<file path="config.mk">
export PLATFORM = sky130hd
export DESIGN_NAME = bcd_game_timer
export DESIGN_NICKNAME = d
export VERILOG_FILES = /design/src/rtl/game_timer_pkg.sv /design/src/rtl/bcd_digit_cell.sv /design/src/rtl/bcd_game_timer.sv
export SDC_FILE = /design/constraint.sdc
export NUM_CORES = 1
export LEC_CHECK = 0
export ABC_AREA = 1
export CAP_MARGIN = 20
export CORE_ASPECT_RATIO = 0.6
export CORE_MARGIN = 2
export CORE_UTILIZATION = 30
export CTS_CLUSTER_DIAMETER = 120
export DETAILED_ROUTE_END_ITERATION = 10
export PLACE_DENSITY = 0.46
export RECOVER_POWER = 50
export SKIP_LAST_GASP = 1
export SYNTH_ARGS = -nofsm -noshare
export SYNTH_HDL_FRONTEND = slang
export SYNTH_SLANG_ARGS = --single-unit
</file>
<file path="constraint.sdc">
create_clock -name ClockIn -period 2.5 [get_ports ClockIn]
set_input_delay 0.5 -clock ClockIn [delete_from_list [all_inputs] [get_ports ClockIn]]
set_output_delay 0.5 -clock ClockIn [all_outputs]
set_load 0.05 [all_outputs]
</file>
<file path="src/rtl/game_timer_pkg.sv">
// Shared types, constants and helpers for the N-digit BCD game timer.
package game_timer_pkg;

  typedef enum logic [1:0] {
    IDLE   = 2'd0,
    RUN    = 2'd1,
    PAUSED = 2'd2,
    DONE   = 2'd3
  } state_e;

  localparam int             BCD_W   = 4;
  localparam logic [BCD_W-1:0] BCD_MAX = 4'd9;

  // At least one bit so a 1-cycle tick period still has a divider register.
  function automatic int div_width(input int freq);
    int w;
    w = $clog2(freq);
    return (w < 1) ? 1 : w;
  endfunction

  function automatic logic [BCD_W-1:0] clamp_digit(input logic [BCD_W-1:0] d);
    return (d > BCD_MAX) ? BCD_MAX : d;
  endfunction

  // Decimal integer to packed BCD, up to eight digits.
  function automatic logic [31:0] to_bcd(input int value);
    logic [31:0] r;
    int          v;
    r = '0;
    v = value;
    for (int i = 0; i < 8; i++) begin
      r[i*BCD_W +: BCD_W] = BCD_W'(v % 10);
      v = v / 10;
    end
    return r;
  endfunction

endpackage

</file>
<file path="src/rtl/bcd_digit_cell.sv">
// One BCD digit register: clamped load, increment with carry-out,
// decrement with borrow-out. Cells are chained LSD first by the top.
module bcd_digit_cell
  import game_timer_pkg::*;
(
  input  logic             clk_i,
  input  logic             rst_i,
  input  logic             load_i,
  input  logic [BCD_W-1:0] load_val_i,
  input  logic             inc_i,
  input  logic             dec_i,
  output logic [BCD_W-1:0] digit_o,
  output logic [BCD_W-1:0] next_o,
  output logic             carry_o,
  output logic             borrow_o
);

  logic [BCD_W-1:0] digit_q, digit_d;

  // NOTE: digit_d gets its hold value first, so no path leaves it unassigned and no latch is inferred.
  always_comb begin
    digit_d = digit_q;
    if (load_i) begin
      digit_d = clamp_digit(load_val_i);
    end else if (inc_i) begin
      digit_d = (digit_q == BCD_MAX) ? '0 : digit_q + 1'b1;
    end else if (dec_i) begin
      digit_d = (digit_q == '0) ? BCD_MAX : digit_q - 1'b1;
    end
  end

  // NOTE: state registers use non-blocking assignments so every flop samples pre-edge values.
  always_ff @(posedge clk_i) begin
    if (rst_i) begin
      digit_q <= '0;
    end else begin
      digit_q <= digit_d;
    end
  end

  assign digit_o  = digit_q;
  assign next_o   = digit_d;
  assign carry_o  = inc_i && !load_i && (digit_q == BCD_MAX);
  assign borrow_o = dec_i && !load_i && (digit_q == '0);

endmodule

</file>
<file path="src/rtl/bcd_game_timer.sv">
// N-digit BCD game timer: up to a limit or down to zero, with pause/resume,
// selectable tick rate and expiry pulse. Optional Warning output: GAME_TIMER_WARN_EN.
module bcd_game_timer
  import game_timer_pkg::*;
#(
  parameter int CLOCK_FREQUENCY = 50000000,
  parameter int DIGITS          = 2
`ifdef GAME_TIMER_WARN_EN
  ,
  parameter int WARN_THRESHOLD  = 10
`endif
) (
  input  logic                    ClockIn,
  input  logic                    Reset,
  input  logic                    Start,
  input  logic                    Pause,
  input  logic                    Load,
  input  logic [BCD_W*DIGITS-1:0] LoadValue,
  input  logic                    CountDown,
  input  logic [1:0]              Speed,
  output logic [BCD_W*DIGITS-1:0] CounterValue,
  output logic                    Running,
  output logic                    Tick,
  output logic                    Expired,
  output logic                    Done
`ifdef GAME_TIMER_WARN_EN
  ,
  output logic                    Warning
`endif
);

  localparam int CW    = BCD_W * DIGITS;
  localparam int DIV_W = div_width(CLOCK_FREQUENCY);

  // Divider reload for a tick period of CLOCK_FREQUENCY >> spd cycles (minimum 1).
  function automatic logic [DIV_W-1:0] reload_val(input logic [1:0] spd);
    int p;
    p = CLOCK_FREQUENCY >> spd;
    return (p > 0) ? DIV_W'(p - 1) : '0;
  endfunction

  state_e           state_q, state_d;
  logic [DIV_W-1:0] div_q, div_d;
  logic [CW-1:0]    limit_q, limit_d;
  logic             mode_down_q, mode_down_d;
  logic             tick_q, tick_d;
  logic             expired_q, expired_d;

  logic [CW-1:0]    cnt_q, cnt_d;
  logic [DIGITS:0]  carry, borrow;
  logic             load_ok, step;
  logic             at_term, step_term;

  // Load is ignored while running; a count step happens only on an unpaused divider expiry.
  assign load_ok = Load && (state_q != RUN);
  assign step    = (state_q == RUN) && !Pause && (div_q == '0);

  assign carry[0]  = step && !mode_down_q;
  assign borrow[0] = step &&  mode_down_q;

  for (genvar g = 0; g < DIGITS; g++) begin : g_digit
    bcd_digit_cell u_cell (
      .clk_i      (ClockIn),
      .rst_i      (Reset),
      .load_i     (load_ok),
      .load_val_i (CountDown ? LoadValue[g*BCD_W +: BCD_W] : BCD_W'(0)),
      .inc_i      (carry[g]),
      .dec_i      (borrow[g]),
      .digit_o    (cnt_q[g*BCD_W +: BCD_W]),
      .next_o     (cnt_d[g*BCD_W +: BCD_W]),
      .carry_o    (carry[g+1]),
      .borrow_o   (borrow[g+1])
    );
  end

  // Overflow out of the top digit also counts as terminal, so the count can never wrap.
  assign at_term   = mode_down_q ? (cnt_q == '0) : (cnt_q == limit_q);
  assign step_term = mode_down_q ? ((cnt_d == '0) || borrow[DIGITS])
                                 : ((cnt_d == limit_q) || carry[DIGITS]);

`ifdef GAME_TIMER_WARN_EN
  localparam logic [CW-1:0] WARN_BCD = CW'(to_bcd(WARN_THRESHOLD));
  logic warn_q, warn_d;
`endif

  always_comb begin
    state_d     = state_q;
    div_d       = div_q;
    limit_d     = limit_q;
    mode_down_d = mode_down_q;
    tick_d      = 1'b0;
    expired_d   = 1'b0;
    if (load_ok) begin
      state_d     = IDLE;
      mode_down_d = CountDown;
      if (!CountDown) begin
        for (int i = 0; i < DIGITS; i++) begin
          limit_d[i*BCD_W +: BCD_W] = clamp_digit(LoadValue[i*BCD_W +: BCD_W]);
        end
      end
    end else begin
      case (state_q)
        IDLE: begin
          if (Start && !Pause) begin
            if (at_term) begin
              state_d   = DONE;
              expired_d = 1'b1;
            end else begin
              state_d = RUN;
              div_d   = reload_val(Speed);
            end
          end
        end
        RUN: begin
          if (Pause) begin
            state_d = PAUSED;
          end else if (step) begin
            div_d  = reload_val(Speed);
            tick_d = 1'b1;
            if (step_term) begin
              state_d   = DONE;
              expired_d = 1'b1;
            end
          end else begin
            div_d = div_q - 1'b1;
          end
        end
        PAUSED: begin
          if (Start && !Pause) state_d = RUN;
        end
        default: ;
      endcase
    end
`ifdef GAME_TIMER_WARN_EN
    warn_d = ((state_d == RUN) || (state_d == PAUSED)) && mode_down_d &&
             (cnt_d != '0) && (cnt_d <= WARN_BCD);
`endif
  end

  always_ff @(posedge ClockIn) begin
    if (Reset) begin
      state_q     <= IDLE;
      div_q       <= reload_val(Speed);
      limit_q     <= '0;
      mode_down_q <= 1'b1;
      tick_q      <= 1'b0;
      expired_q   <= 1'b0;
`ifdef GAME_TIMER_WARN_EN
      warn_q      <= 1'b0;
`endif
    end else begin
      state_q     <= state_d;
      div_q       <= div_d;
      limit_q     <= limit_d;
      mode_down_q <= mode_down_d;
      tick_q      <= tick_d;
      expired_q   <= expired_d;
`ifdef GAME_TIMER_WARN_EN
      warn_q      <= warn_d;
`endif
    end
  end

  assign CounterValue = cnt_q;
  assign Running      = (state_q == RUN);
  assign Done         = (state_q == DONE);
  assign Tick         = tick_q;
  assign Expired      = expired_q;
`ifdef GAME_TIMER_WARN_EN
  assign Warning      = warn_q;
`endif

endmodule
</file>
# --- After elaboration in Yosys (flattened, before gate mapping) ---
# Cells that the tools add are included.
totals:
  register_bits: 47
  input_bits: 16
  output_inout_bits: 12
  wordCells: 110
op_classes:
  addsub: 6
  order_cmp: 5
  n_eq_ne: 16
  shift: 1
  muxes: 40
  bitwise: 2
  reduce_logical: 32
op_table:
  columns: ["op", "n"]
  rows:
  - ["$mux 26", 7]
  - ["$mux 4", 16]
  - ["$pmux 26 s2", 1]
  - ["$gt 32x1->1 const B", 1]
  - ["$shr 26x2->32 const A", 1]
  - ["$logic_not 26->1", 1]
  - ["$sub 26x1->26 const B", 1]
  - ["$sub 26x2->26 const B", 1]
  - ["$eq 8x8->1", 2]
  - ["$gt 4x4->1 const B", 4]
  - ["$logic_not 8->1", 2]
  - ["$logic_and 1x1->1", 14]
  - ["$mux 2", 6]
  - ["$reduce_and 5->1", 2]
  - ["$ne 3x3->1 const B", 3]
  - ["$add 4x1->4 const B", 2]
  - ["$eq 4x4->1 const B", 2]
  - ["$logic_not 4->1", 2]
  - ["$mux 1", 8]
  - ["$sub 4x1->4 const B", 2]
  - ["$ne 2x2->1 const B", 3]
  - ["$ne 3x2->1 const B", 2]
  - ["$pmux 2 s3", 1]
  - ["$reduce_bool 3->1", 2]
  - ["other kinds (11)", 16]

# --- Logic depth before layout (Yosys ltp) ---
# Gate-level depths: netlist (run 1).
logic_depth:
  word_depth: 16
  ltp_mapped: 24
  depth_no_buf: 24

# --- Hierarchy ---
# From an unflattened synthesis (run 1), not the netlist that was laid out.
unflattened:
  hier_cells: 486
  hier_area_um2: 3377.0
by_module_without_submodules:
  columns: ["mod", "n_inst", "cells_each", "area_each_um2", "seq_area_each_um2"]
  rows:
  - ["bcd_game_timer", 1, 354, 2646.3, 1041.0]
  - ["bcd_digit_cell", 2, 66, 365.4, 80.1]

# --- Least setup slack after synthesis (run 1) ---
# OpenSTA, ideal clock, no wires.
synth_timing:
  kind: "reg2reg"
  startpoint: "reg state_q[1]"
  endpoint: "reg state_q[0]"
  setup_time_ns: 0.113
  t_arrival_ns: 2.585
  required_time_ns: 2.387
  path_slack_ns: -0.197
  stages_incl_launch_ff: 23
  path_buffers: 1
  period_less_slack_ns: 2.697
  cell_sequence: "dfxtp_1 > inv_1 > ha_1 > inv_2 > nand2_1 > buf_4 > nand2_1 > nor2_1 > nand3_2 > o21ai_0 > nand3_1 > nand2_1 > nand2_1 > nand2_1 > nand2_1 > nor2_1 > nand2_1 > nand2_2 > nand3_2 > nand2_1 > nand2_1 > nand2_1 > nor2_1"
synth_between:
  elab_chain_cells: 14
  word_cells_on_any_way: 37
  cone_classes: "eq/ne (8); mux (8); reduce/logical (21)"
synth_rtl:
  columns: ["element", "line_no", "rtl"]
  rows:
  - ["from (decl)", "bcd_game_timer.sv:42", "state_e state_q, state_d;"]
  - ["from (signal assigned)", "bcd_game_timer.sv:152", "state_q <= state_d;"]
  - ["$eq 2x1->1 (*)", null, null]
  - ["via Running", "bcd_game_timer.sv:22", "output logic Running,"]
  - ["$logic_and 1x1->1 (2 in series)", "bcd_game_timer.sv:56", "assign step = (state_q == RUN) && !Pause && (div_q == '0);"]
  - ["$logic_and 1x1->1", "bcd_game_timer.sv:59", "assign borrow[0] = step && mode_down_q;"]
  - ["$logic_and 1x1->1 (2 in series)", "bcd_digit_cell.sv:44", "assign borrow_o = dec_i && !load_i && (digit_q == '0);"]
  - ["$mux 4", "bcd_digit_cell.sv:27", "end else if (dec_i) begin"]
  - ["$mux 4", "bcd_digit_cell.sv:25", "end else if (inc_i) begin"]
  - ["$mux 4", "bcd_digit_cell.sv:23", "if (load_i) begin"]
  - ["$eq 8x8->1 / $logic_not 8->1 (equally long branches)", "bcd_game_timer.sv:79, bcd_game_timer.sv:78", null]
  - ["$logic_or 1x1->1, on equally long branches", "bcd_game_timer.sv:79, bcd_game_timer.sv:78", null]
  - ["$mux 1", "bcd_game_timer.sv:78", "assign step_term = mode_down_q ? ((cnt_d == '0) || borrow[DIGITS])"]
  - ["$ne 3x2->1 (no source line)", null, null]
  - ["$reduce_and 5->1 (no source line)", null, null]
# Mark *: on every way through the listed nets, which the timed path passes. The rest lies on a longest branch.
# A chain may end at the register's enable or synchronous reset.

# --- Final worst setup path (run 1) ---
layout_timing:
  startpoint: "reg div_q[15]"
  endpoint: "reg state_q[0]"
layout_between:
  elab_chain_cells: 13
  word_cells_on_any_way: 26
  cone_classes: "eq/ne (3); mux (7); reduce/logical (16)"
layout_rtl:
  columns: ["element", "line_no", "rtl"]
  rows:
  - ["from (decl)", "bcd_game_timer.sv:43", "logic [DIV_W-1:0] div_q, div_d;"]
  - ["from (signal assigned)", "bcd_game_timer.sv:143", "div_q <= reload_val(Speed);"]
  - ["from (signal assigned)", "bcd_game_timer.sv:153", "div_q <= div_d;"]
  - ["$logic_not 26->1 (*)", "bcd_game_timer.sv:56", null]
  - ["$logic_and 1x1->1 (*)", "bcd_game_timer.sv:56", null]
  - ["$logic_and 1x1->1", "bcd_game_timer.sv:59", null]
  - ["$logic_and 1x1->1 (2 in series)", "bcd_digit_cell.sv:44", null]
  - ["$mux 4", "bcd_digit_cell.sv:27", null]
  - ["$mux 4", "bcd_digit_cell.sv:25", null]
  - ["$mux 4", "bcd_digit_cell.sv:23", null]
  - ["$eq 8x8->1 / $logic_not 8->1 (equally long branches)", "bcd_game_timer.sv:79, bcd_game_timer.sv:78", null]
  - ["$logic_or 1x1->1, on equally long branches", "bcd_game_timer.sv:79, bcd_game_timer.sv:78", null]
  - ["$mux 1", "bcd_game_timer.sv:78", null]
  - ["$ne 3x2->1 (no source line)", null, null]
  - ["$reduce_and 5->1 (no source line) (*)", null, null]
# Every way passes the cells marked *; elsewhere a longest branch is shown, timed or not.

==> impl_metrics.toml, run 1 <==
[run_status]
run_status = "finished, violations left"
violations_in_the_final_reports = "negative setup slack"

[global_route]
grt_max_degree = 27
grt_util_all_layers = 0.195
antenna_found_initial = 0
vias_in_the_first_global_route = 3385
grt_pass1_wl_um = 18700
grt_overflow = 0

[power_and_ir_drop]
p_leak_nw = 2.37
clock_power_share = 0.310
switching_share = 0.334
max-vdd-ir-drop_uv = 280
cellPowerDensity_nw_per_um2 = 452
switchingPower_mw = 0.788
power_frac_comb = 0.293
fin_total_pwr_mw = 2.36
cellInternalPower_mw = 1.57
share_seq_of_total_power = 0.397

[worst_setup_path]
worst-endpoint-arrival_ns = 2.75
endpoint_class_of_the_critical_path = "register"
timing.setup.critical_path_class = "register to register"
element_type_at_the_critical_path_start = "register"
reg2reg_setup_slack_ns = -0.06
worstReg2RegStart = "div_q[15]"
timing.reg2reg.worst_path_depth = 19
critPathRequiredTime_ns = 2.69
critical_path.max_fanout = 3
rr_endpoint = "state_q[0]"

[sta]
time_the_worst_path_needs_with_i_o_delays_and_setup_ns = 2.56
layout_setup_ws_ns = -0.0628
max_slew_margin = 0.646
hold_violations = 0
max_freq_mhz = 390
worstMarginPinSlew_ns = 0.530
finalHoldWorstSlack_ns = 0.521
setup_violations_final = 2
report.final.slew_viol_count = 0
rsz_0062_raised_after_global_routing = "true"
final.setup.tns_ns = -0.0894
final.setup_skew_ns = 0.0101
min_period_over_period = 1.03

[clock_tree]
cts_max_level = 2
cts.reportedPaths.clkPinSlew_ns = 0.07
cts.sinks = 47
worstSkewPairLatency_ns = 0.30
cts_hold_buf = 0
worst_case_clock_buffer_depth = 2
clock_tree_from_tritoncts = "yes"
tritoncts_buffers = 5
cts_root_buffer = "clkbuf_16"

[detailed_routing]
vias_per_cell = 4.72
dr.pass1.iters = 5
ant_nets = 0
wl_um = 11800
wire_per_inst_um = 14.3
drc_errors_left = 0
vias = 3907
drt_iter0_drc = 370

[die]
std_cell_rows = 30
die_h_um = 88.5
die_area_um2 = 12800
start_util = 0.312
horizontal_die_dimension_um = 145
num_io_pins = 28
core_region_area_um2 = 11400

[hold_path]
hold_class = "register to register"
worstHoldStart = "limit_q[0]"
holdPathStages = 2
worstHoldEndpoint = "limit_q[0]"

[logic_synthesis]
synth-seq-area-share = 0.337
yosys_register_bits = 47
syn_nets = 553
post_synth.cell_area_avg_um2 = 6.73
asr_flop_ratio_synth = 0
ys_dominant_reg_cell = "edfxtp_1"
yosys_warnings = 0
synth.lib_cells_used.distinct = 39
mappedNetlistArea_um2 = 3570
netlist_instances = 530
synth-edff-count = 26

[cells_and_area]
areaGrowthSynthToFinish_pct = 46.5
design_area_um2 = 5230
layout.cells.most_common = "buf_4"
multiInputGateArea_um2 = 2240
most_used_cells_in_the_layout_excluding_fill_and_tap_cells = "buf_4, nand2_1, nor2_1"
drive_gt1_frac = 0.305
seqCellArea_um2 = 1200
layout.cells.non_filler = 828
insertedDiodeCount = 0
fin_nets = 690
fillerInstances = 1159

[place]
gp_congestion = 0.892
dp.cells = 812
buffer_ports.inserted = 27
cell_area_after_placement_um2 = 4790
hpwlAfterDp_um = 9390

[run]
max-cap-violations = 0
## power groups by stage
stage          clock [mW]  sequential (mW)  combinational [mW]
2_1_floorplan           0            0.966               0.334
3_3_place_gp            0            0.952               0.652
3_5_place_dp            0            0.951               0.647
4_1_cts             0.755            0.936               0.666
5_1_grt             0.780            0.946               0.760
6_report            0.733            0.938               0.691
## flip-flops by register name, summed over array words and instances, names as in the netlist, named ones only
register / count
Expired: 1
Tick: 1
div_q: 25
g_digit.u_cell.digit_o: 8
limit_q: 8
mode_down_q: 1
state_q: 2
## metrics by stage
stage          utilization  worst slack [ns]
2_1_floorplan            -          -0.00650
3_3_place_gp         0.419            -0.449
3_5_place_dp         0.419            -0.467
4_1_cts              0.443           -0.0586
5_1_grt              0.457            -0.251
6_report             0.457           -0.0628
## layout make-up
class / count / area share
multi-input combinational: 396 / 0.429
sequential: 47 / 0.230
timing repair buffer: 139 / 0.218
inverter: 78 / 0.0560
tap: 160 / 0.0383
clock buffer: 6 / 0.0266
clock inverter: 2 / 0.00287
## critical path: stages (launching register included)
cell and delay, ns:
edfxtp_1 0.45, inv_1 0.13, nand2_1 0.08, nor2_2 0.16, nand3_1 0.13, nor2_4 0.19, buf_4 0.16, nand4_1 0.07
nand3_1 0.09, nand2_1 0.10, nand3_1 0.16, nand4_1 0.13, nor2_2 0.13, nand2_1 0.09, nand2_2 0.10, nand3_4 0.08
nand2_2 0.07, nand2_1 0.05, nand2_1 0.06, nor2_1 0.03
## per-layer routing
layer	vias to the layer above	GRT usage	routed length, µm
li1	2007	-	-
met1	1782	0.341	6920
met2	111	0.226	4000
met3	7	0.0422	832
met4	0	0.0344	83
met5	-	0	0
## synthesized netlist by cell type (2+ instances only)
cell type,count,area share
inv_1,66,0.069
buf_2,4,0.0056
or2_2,2,0.0035
a211oi_1,5,0.011
a22oi_1,3,0.0063
a21oi_1,23,0.032
xnor2_1,3,0.0074
nor2_2,8,0.014
nor2_1,83,0.087
dfxtp_1,21,0.12
nor2_4,5,0.016
o21ai_1,4,0.0056
nand3_1,43,0.060
nand2_1,119,0.13
edfxtp_1,26,0.22
nand3b_1,2,0.0042
inv_2,10,0.011
a31oi_1,2,0.0035
nand2_2,5,0.0088
clkinv_1,2,0.0021
xor2_1,22,0.054
nand4_1,10,0.018
nand4_2,2,0.0070
o41ai_1,2,0.0049
o21ai_0,24,0.034
o22ai_1,4,0.0070
nor3_1,8,0.011
ha_1,7,0.025
nand3_2,2,0.0056
clkbuf_1,4,0.0042
## repair_timing
item / in CTS / in global routing
buffers inserted: 1 / 7
endpoints found under the setup margin: 12 / 7
gates resized for setup: 30 / 34
pin swaps: 17 / 23
## how the worst max path moves through the flow
stage,startpoint,to,slack (ns),cells after the start
3_3_place_gp,Pause,div_q[14],-0.45,9
3_5_place_dp,Pause,div_q[14],-0.47,9
6_report,div_q[15],state_q[0],-0.06,19
4_1_cts,div_q[12],state_q[0],-0.06,20
2_1_floorplan,state_q[1],state_q[0],-0.006,22
5_1_grt,div_q[13],state_q[0],-0.25,21
## kinds of logic (layout without fill, tap and decap cells)
| logic type | Yosys count | count (layout) | share of synthesized area |
|---|---|---|---|
| buf+inv | 87 | 225 | 0.0940 |
| simple gates | 293 | 293 | 0.371 |
| xor+xnor | 25 | 25 | 0.0614 |
| flops | 47 | 47 | 0.337 |
| fa+ha+maj | 7 | 7 | 0.0245 |
| compound gates | 71 | 71 | 0.113 |
No activity file was read; power rests on OpenSTA's default activity.
==> run 2, diff against run 1 <==
--- a/config.mk
+++ b/config.mk
@@ -14,6 +14,7 @@
 export DETAILED_ROUTE_END_ITERATION = 10
 export PLACE_DENSITY = 0.46
 export RECOVER_POWER = 50
+export SKIP_CTS_REPAIR_TIMING = 1
 export SKIP_LAST_GASP = 1
 export SYNTH_ARGS = -nofsm -noshare
 export SYNTH_HDL_FRONTEND = slang
==> run 2 against run 1 <==
Utilization down 0.19 points. Critical endpoint unchanged. Cell area down 0.41%. Routed wire length up 0.15%. Sequential share of layout area up 0.094 points. Critical path type unchanged. Largest cell class unchanged. Hold slack about the same. Via count up 0.67%. Cell count unchanged. Largest power group unchanged. Count of clock-buffer cells in the layout unchanged. Global-route usage down 0.27 points. Non-clock buffer count unchanged. Combinational power about the same. The run still ends with negative setup slack left.
==> impl_metrics.toml, run 2 (synthesis results as in run 1) <==
[cells_and_area]
insertedDiodeCount = 0
register_ranked_first_by_flip_flop_count = "div_q"
drive_gt1_frac = 0.295
areaGrowthSynthToFinish_pct = 45.9
most_used_cells_in_the_layout_excluding_fill_and_tap_cells = "buf_4, nand2_1, nor2_1"
flip_flop_count_of_the_largest_register_after_layout = 25
multiInputGateArea_um2 = 2220
fin_nets = 690
layout.cells.most_common = "buf_4"
fillerInstances = 1151
seqCellArea_um2 = 1200
postLayoutCoreUtil = 0.455

[clock_tree]
worst_case_clock_buffer_depth = 2
clock_tree_from_tritoncts = "yes"
tritoncts_buffers = 5
worstSkewPairLatency_ns = 0.30
cts_root_buffer = "clkbuf_16"
cts.reportedPaths.clkPinSlew_ns = 0.07
cts_max_level = 2
cts.sinks = 47

[global_route]
grt_pass1_wl_um = 18400
antenna_found_initial = 0
grt_overflow = 0
grt_max_degree = 27
vias_in_the_first_global_route = 3343
grt_util_all_layers = 0.192

[die]
horizontal_die_dimension_um = 145
die_h_um = 88.5
std_cell_rows = 30
start_util = 0.312
num_io_pins = 28
core_region_area_um2 = 11400
die_area_um2 = 12800

[hold_path]
hold_class = "register to register"
worstHoldStart = "limit_q[0]"

[worst_setup_path]
reg2reg_setup_slack_ns = -0.13
worstPathCellList = "nor2_2 > nand2_4 > nor2_4 > nand2_1 > nor2_2 > buf_4 > nand3_1 > nand2_1 > nand3_2 > nand2_2 > buf_6 > nand3_2 > nand2_1 > nand4_1 > nor2_2 > nand2_1 > nand2_2 > nand3_4 > nand2_2 > nand2_1 > nand2_1 > nor2_1"
timing.setup.critical_path_class = "register to register"
crit_buf_inv = 2
worst-endpoint-arrival_ns = 2.82
critPathRequiredTime_ns = 2.69
timing.critical_path.slowest_stage_cell = "edfxtp_1"
crit_path_frequent_cell = "nand2_1"
cpPeakStageDelay_ns = 0.46
endpoint_class_of_the_critical_path = "register"
critical_path.max_fanout = 3
element_type_at_the_critical_path_start = "register"
timing.critical_path.max_delay_family = "simple AND/OR/NAND/NOR gates"
crit_start = "div_q[15]"
worstReg2RegStart = "div_q[15]"

[run_status]
violations_in_the_final_reports = "negative setup slack"
run_status = "finished, violations left"

[sta]
rsz_0062_raised_after_global_routing = "true"
time_the_worst_path_needs_with_i_o_delays_and_setup_ns = 2.63
layout_setup_ws_ns = -0.129
setup_violations_final = 3
report.final.slew_viol_count = 0
final.setup.tns_ns = -0.262
worstMarginPinSlew_ns = 0.535
hold_violations = 0
final.setup_skew_ns = 0.00953
max_freq_mhz = 380
max_slew_margin = 0.642
min_period_over_period = 1.05

[place]
buffer_ports.inserted = 27
pre_cts_slack_ns = -0.467
hpwlAfterDp_um = 9390
gp_congestion = 0.892

[power_and_ir_drop]
p_leak_nw = 2.36
max-vdd-ir-drop_uv = 281
cellPowerDensity_nw_per_um2 = 454
fin_total_pwr_mw = 2.37

[detailed_routing]
wire_per_inst_um = 14.3
ant_nets = 0
drc_errors_left = 0
drt_iter0_drc = 356
wl_um = 11900
vias = 3933
dr.pass1.iters = 6
vias_per_cell = 4.75

[run]
max-cap-violations = 0
run 2: cell count changes in the layout (fill, tap and decap cells not counted), sizes merged:
| cell | before | now |
|---|---|---|
| inv | 78 | 77 |
| clkinv | 2 | 3 |
run 2: path summary, 6_finish.rpt:
kind                     end  cells past startpoint
setup / recovery  state_q[0]                     22
hold / removal    limit_q[0]                      2
hold reg to reg   limit_q[0]                      2
setup reg to reg  state_q[0]                     22
run 2: layer usage:
layer / up-vias / GRT usage / share of wire
met5: - / 0 / 0
met4: 0 / 0.0344 / 0.0075
met3: 9 / 0.0368 / 0.071
met2: 127 / 0.222 / 0.34
met1: 1792 / 0.340 / 0.58
li1: 2005 / - / -
run 2: where the power goes:
group          total (mW)  leakage (nW)  switching [mW]  internal (mW)
logic               0.688          1.88           0.398          0.290
clock network       0.739        0.0774           0.337          0.402
registers           0.939         0.403          0.0568          0.882
total                2.37          2.36           0.792           1.57
run 2: area by class of cell:
cell class,count,area share
clock buffers,6,0.0267
clock inverters,2,0.00288
inverters,78,0.0562
multi-input cells,396,0.427
flip-flops and latches,47,0.231
well taps,160,0.0384
repair buffers,139,0.218
run 2: worst min-delay path: cells and delay by family, from the launching register on:
kind,cells,cell delay (ns)
buffers and inverters,1,0.07
AOI/OAI and AO/OA,1,0.06
DFF,1,0.34
run 2: per-stage QoR:
stage                     instance area (µm²)  hold slack, ns  std cells
after floorplan                          3570           0.476        530
after global placement                   4790           0.524        812
after detailed placement                 4790           0.504        812
after CTS                                4950           0.514        820
after global routing                     5210           0.543        828
final                                    5210           0.521        828
